[src/rtl/pc_unit.sv]
// Program counter with stall, gated interrupt entry, EPC capture, jump-register
// kernel protection and a registered flush pulse for the fetch pipeline.
module pc_unit #(
  parameter int unsigned      WIDTH     = 32,
  parameter int unsigned      INC       = 4,
  parameter logic [WIDTH-1:0] RESET_VEC = 32'h00000000,
  parameter logic [WIDTH-1:0] ILLOP_VEC = 32'h80000004,
  parameter logic [WIDTH-1:0] XADR_VEC  = 32'h80000008
) (
  input  logic             i_clk,
  input  logic             i_reset,
  input  logic             i_stall,
  input  logic [2:0]       i_pc_src,
  input  logic             i_alu_zero,
  input  logic [WIDTH-1:0] i_con_ba,
  input  logic [WIDTH-1:0] i_jt,
  input  logic [WIDTH-1:0] i_data_bus_a,
  input  logic             i_irq,
  output logic [WIDTH-1:0] o_pc,
  output logic [WIDTH-1:0] o_pc_plus_inc,
  output logic [WIDTH-1:0] o_epc,
  output logic             o_kernel,
  output logic             o_flush,
  output logic             o_irq_taken
);

  localparam logic [WIDTH-1:0] LP_MSB = {1'b1, {(WIDTH-1){1'b0}}};
  localparam logic [WIDTH-1:0] LP_INC_FULL = WIDTH'(INC);
  localparam logic [WIDTH-2:0] LP_INC = LP_INC_FULL[WIDTH-2:0];

  logic [WIDTH-1:0] r_pc;
  logic [WIDTH-1:0] r_epc;
  logic             r_irq_pending;
  logic             r_flush;

  logic [WIDTH-1:0] w_pc_plus_inc;
  logic [WIDTH-1:0] w_pc_msb;
  logic [WIDTH-1:0] w_br_target;
  logic [WIDTH-1:0] w_j_target;
  logic [WIDTH-1:0] w_jr_target;
  logic [WIDTH-1:0] w_next_pc;
  logic [WIDTH-1:0] w_next_epc;
  logic             w_epc_we;
  logic             w_kernel;
  logic             w_irq_taken;

  assign w_kernel      = r_pc[WIDTH-1];
  // The supervisor bit never receives a carry from the low-order increment.
  assign w_pc_plus_inc = {r_pc[WIDTH-1], r_pc[WIDTH-2:0] + LP_INC};
  assign w_pc_msb      = r_pc & LP_MSB;
  assign w_br_target   = (i_con_ba & ~LP_MSB) | w_pc_msb;
  assign w_j_target    = (i_jt & ~LP_MSB) | w_pc_msb;
  // User code cannot reach kernel space through a register jump.
  assign w_jr_target   = w_kernel ? i_data_bus_a : (i_data_bus_a & ~LP_MSB);
  assign w_irq_taken   = r_irq_pending & ~i_stall & ~w_kernel & ~i_reset;

  always_comb begin
    w_next_pc  = w_pc_plus_inc;
    w_next_epc = w_pc_plus_inc;
    w_epc_we   = 1'b0;
    if (w_irq_taken) begin
      w_next_pc  = XADR_VEC;
      w_next_epc = r_pc;
      w_epc_we   = 1'b1;
    end else begin
      case (i_pc_src)
        3'd0: w_next_pc = w_pc_plus_inc;
        3'd1: w_next_pc = i_alu_zero ? w_br_target : w_pc_plus_inc;
        3'd2: w_next_pc = w_j_target;
        3'd3: w_next_pc = w_jr_target;
        3'd5: begin
          w_next_pc = XADR_VEC;
          w_epc_we  = 1'b1;
        end
        default: begin
          w_next_pc = ILLOP_VEC;
          w_epc_we  = 1'b1;
        end
      endcase
    end
  end

  always_ff @(posedge i_clk) begin
    if (i_reset) begin
      r_pc          <= RESET_VEC;
      r_epc         <= '0;
      r_irq_pending <= 1'b0;
      r_flush       <= 1'b0;
    end else begin
      r_irq_pending <= w_irq_taken ? 1'b0 : (r_irq_pending | i_irq);
      if (i_stall) begin
        r_flush <= 1'b0;
      end else begin
        r_pc    <= w_next_pc;
        r_flush <= (w_next_pc != w_pc_plus_inc);
        if (w_epc_we) r_epc <= w_next_epc;
      end
    end
  end

  assign o_pc          = r_pc;
  assign o_pc_plus_inc = w_pc_plus_inc;
  assign o_epc         = r_epc;
  assign o_kernel      = w_kernel;
  assign o_flush       = r_flush;
  assign o_irq_taken   = w_irq_taken;

endmodule
[config.mk]
export PLATFORM = sky130hd
export DESIGN_NAME = pc_unit
export DESIGN_NICKNAME = d
export VERILOG_FILES = /design/src/rtl/pc_unit.sv
export SDC_FILE = /design/constraint.sdc
export NUM_CORES = 1
export LEC_CHECK = 0
export CELL_PAD_IN_SITES_DETAIL_PLACEMENT = 1
export CELL_PAD_IN_SITES_GLOBAL_PLACEMENT = 1
export CORE_ASPECT_RATIO = 1.2
export CORE_MARGIN = 2
export CORE_UTILIZATION = 33
export CTS_CLUSTER_SIZE = 12
export DETAILED_ROUTE_END_ITERATION = 10
export GPL_ROUTABILITY_DRIVEN = 0
export PLACE_DENSITY_LB_ADDON = 0.25
export SKIP_LAST_GASP = 1
export SLEW_MARGIN = 0
export SYNTH_ARGS = -nofsm -noshare
export SYNTH_HDL_FRONTEND = slang
export SYNTH_SLANG_ARGS = --single-unit
[constraint.sdc]
create_clock -name i_clk -period 6.97 [get_ports i_clk]
set_input_delay 1.394 -clock i_clk [delete_from_list [all_inputs] [get_ports i_clk]]
set_output_delay 1.394 -clock i_clk [all_outputs]
set_load 0.03 [all_outputs]
==> metrics.yaml <==
outcome:
  status: "finished clean"
yosys:
  synth-simple-area-share: 0.282
  synth_top_cell_by_area: "dfxtp_1"
  synth_edf_count: 0
  synth_fa_ha_area_frac: 0.00231
  synth_mux_area_frac: 0.0598
  synthXorXnorAreaFrac: 0.0471
  yosysTopAreaCellShare: 0.244
  ys_ff_latch: 66
  syn_nets: 901
  synth_top_family_by_area: "simple AND/OR/NAND/NOR gates"
  syn_area_sq_um: 5420
  synth-compound-area-share: 0.278
  ys.flop_type: "dfxtp_1"
  yosysSeqAreaShare: 0.244
  synthDistinctLibCells: 65
  netlist_instances: 796
  syn_area_per_cell_sq_um: 6.81
  synthTopCellsByArea: "dfxtp_1, a21oi_1, nor2_1, nand2_1, mux2i_1"
  synthArstFlopShare: 0
  synth_warnings: 0
global_route:
  grt_overflow_total: 0
  grt_pass1_vias: 6733
  grt_pass1_wl_mm: 36.6
  grtUsageTotal: 0.270
  grt_max_degree: 68
  antenna_found_initial: 0
power:
  seqPwrFrac: 0.332
  power.static_leakage_uw: 0.00286
  power_density_nw_per_um2: 159
  max-vdd-ir-drop_mv: 0.126
  power.share.combinational: 0.258
  p_clk_frac: 0.410
  internal_power_uw: 855
  swShare: 0.307
  switchingPower_uw: 379
setup_path:
  cp.depth: 6
  ff2ff_setup_slack_ps: 3140
  path_class: "register to output pin"
  cpPeakStageDelay_ps: 790
  r2r_start: "o_pc[2]"
  cp-endpoint: "o_pc_plus_inc[22]"
  crit_required_ps: 5580
  r2r_cells: 9
  rr_endpoint: "o_flush"
  cp_max_fo: 13
  crit_path_cell_trace: "ha_1 > nand3_2 > nor4_4 > nand3_1 > xnor2_1 > clkdlybuf4s50_1"
  crit_start: "o_pc[2]"
  path_buf_inv: 1
  slowest_stage: "clkdlybuf4s50_1"
  cpLargestDelayFamily: "simple AND/OR/NAND/NOR gates"
  startpoint_type: "register"
  endpoint_kind: "output pin"
  crit_arrival_ps: 3810
timing:
  setup_ws_ps: 1770
  relSlewSlack: 0.304
  period_share: 0.747
  worst_pin_slew_ps: 1040
  finalWorstPathRequiredPeriod_ps: 5200
  fmax_ghz: 0.192
  finClkSkew_ps: 9.46
  setup_viol: 0
  finalMaxSlewViolations: 0
  fin_setup_tns_ps: 0
  finalHoldViolations: 0
  rsz0062_at_grt: "no"
route:
  route.detailed.drc: 0
  vias_per_cell: 5.63
  dr_wl_met3_microns: 839
  wl_per_cell_microns: 20.3
  vias: 6529
  dr.max_layer_used: "met4"
  wl_met1_mm: 9.55
  drt_pre_antenna_iters: 5
  final_antenna_net_count: 0
  first_iter_violations: 422
  wl_met2_mm: 12.3
  wl_mm: 23.5
place:
  dp_slack_ps: 1850
  dp.cells: 1143
  place_hpwl_mm: 17.6
  io_buffers: 200
clocking:
  clk-insertion-delay-late_ps: 340
  clk_path_buf_depth: 2
  cts_buffers: 9
  clkSlewWorstSetupHoldPaths_ps: 50
  ctsResizeCount: 0
  cts_hold_buf: 0
  cts_tree: "built"
  htreeDepth: 3
  clock_sinks: 66
  ctsRootBufferMaster: "clkbuf_16"
  cts_setup_buffers: 0
floorplanning:
  core_area_sq_um: 16100
  ios: 203
  dieArea_sq_um: 17500
  die_w_microns: 121
  fp.dieH_microns: 144
  rows: 51
  initial_core_util: 0.336
final_layout:
  area_growth_pct: 42.8
  instances_no_fill: 1159
  diodes: 0
  drive_gt1_frac: 0.0539
  nets: 1047
min_path:
  hold_class: "register to register"
job:
  max_cap_viol_count: 0
logic make-up (layout without fill, tap and decap cells):
logic type | count (synthesis) | in the layout
adder cells (fa/ha/maj) | 1 | 1
flip-flops | 66 | 66
XOR/XNOR | 27 | 27
buffers and inverters | 103 | 254
AND/OR/NAND/NOR | 322 | 322
AO/OA/AOI/OAI | 245 | 245
multiplexers | 32 | 32
through the flow:
| stage | utilization | instance area [sq um] | total power, uW | hold WS (ps) |
|---|---|---|---|---|
| 2_1_floorplan | - | 5420 | 593 | 505 |
| 3_3_place_gp | 0.460 | 7420 | 731 | 460 |
| 3_5_place_dp | 0.460 | 7420 | 734 | 466 |
| 4_1_cts | 0.480 | 7740 | 1240 | 482 |
| 5_1_grt | 0.480 | 7740 | 1290 | 507 |
| 6_report | 0.480 | 7740 | 1230 | 475 |
routing by layer:
metal,GRT usage,vias up
li1,-,3126
met1,0.307,3187
met2,0.502,170
met3,0.0319,46
met4,0.118,0
met5,0,-
worst min-delay path by stage:
stage / start / end / cells after the start
floorplan: r_irq_pending / r_irq_pending / 2
global placement: o_epc[1] / o_epc[1] / 2
detailed placement: o_epc[1] / o_epc[1] / 2
CTS: o_epc[1] / o_epc[1] / 2
global route: o_epc[31] / o_epc[31] / 2
finish: o_epc[2] / o_epc[2] / 2
cells in the final DEF (no fill, tap or decap), types with 4 or more instances in the layout:
| cell type | n |
|---|---|
| o22ai_1 | 13 |
| and2_1 | 4 |
| inv_1 | 23 |
| clkdlybuf4s50_1 | 197 |
| a2bb2oi_1 | 5 |
| a21o_1 | 6 |
| nand3b_1 | 7 |
| a211oi_1 | 10 |
| nand4_1 | 8 |
| nor3_1 | 23 |
| and3_1 | 8 |
| nand3_1 | 26 |
| nand2_1 | 86 |
| o22a_1 | 4 |
| nor2b_1 | 5 |
| xnor2_1 | 19 |
| or4_1 | 5 |
| a21oi_1 | 89 |
| nand2b_1 | 5 |
| mux2i_1 | 29 |
| nor2_1 | 113 |
| xor2_1 | 7 |
| dfxtp_1 | 66 |
| a21boi_0 | 5 |
| a22oi_1 | 29 |
| o21ai_0 | 54 |
| nor4_1 | 11 |
| clkbuf_16 | 9 |
| buf_4 | 15 |
cell type report:
type / instances / area, sq um
clock buffer: 11 / 243
fill: 2018 / 8400
timing repair buffer: 215 / 2100
clock inverter: 5 / 77.6
sequential: 66 / 1320
inverter: 23 / 86.3
tap: 212 / 265
multi-input combinational: 627 / 3650
worst register-to-register path, delay by kind of cell (launching register included):
family	cells	cell delay (ps)
adders and majority gates	1	380
DFF	1	610
and+or+nand+nor	4	1670
xor gates and xnor gates	1	540
AOI/OAI and AO/OA	3	510
registers in the layout, indices dropped and copies added, names as in the netlist:
name	flops
o_epc	32
r_irq_pending	1
o_pc	32
o_flush	1
power by group through the flow:
stage	registers (uW)	clock network [uW]	logic, uW
after CTS	410	514	318
after global routing	412	532	343
after detailed placement	418	0	316
final	410	505	318
after global placement	418	0	313
after floorplan	428	0	165
cells in the mapped netlist, drive strengths merged (3+ instances only):
master   instances
a222oi           3
o22a             4
nand2b           5
a2bb2oi          5
clkbuf          41
a21oi           90
and3             8
a211oi          11
or3              4
xor2             7
dfxtp           66
nor2           113
a31oi            3
nand3b           7
o22ai           13
nor2b            6
a21boi           5
buf             39
inv             23
a21o             6
a22oi           29
xnor2           20
nand4           10
nor3b            3
nand2           86
and2             5
o21bai           3
mux2i           29
o21ai           54
o21a             3
nand3           28
mux2             3
or4              5
nor3            23
nor4            13
Note: power is estimated with default switching activity, not from simulation.
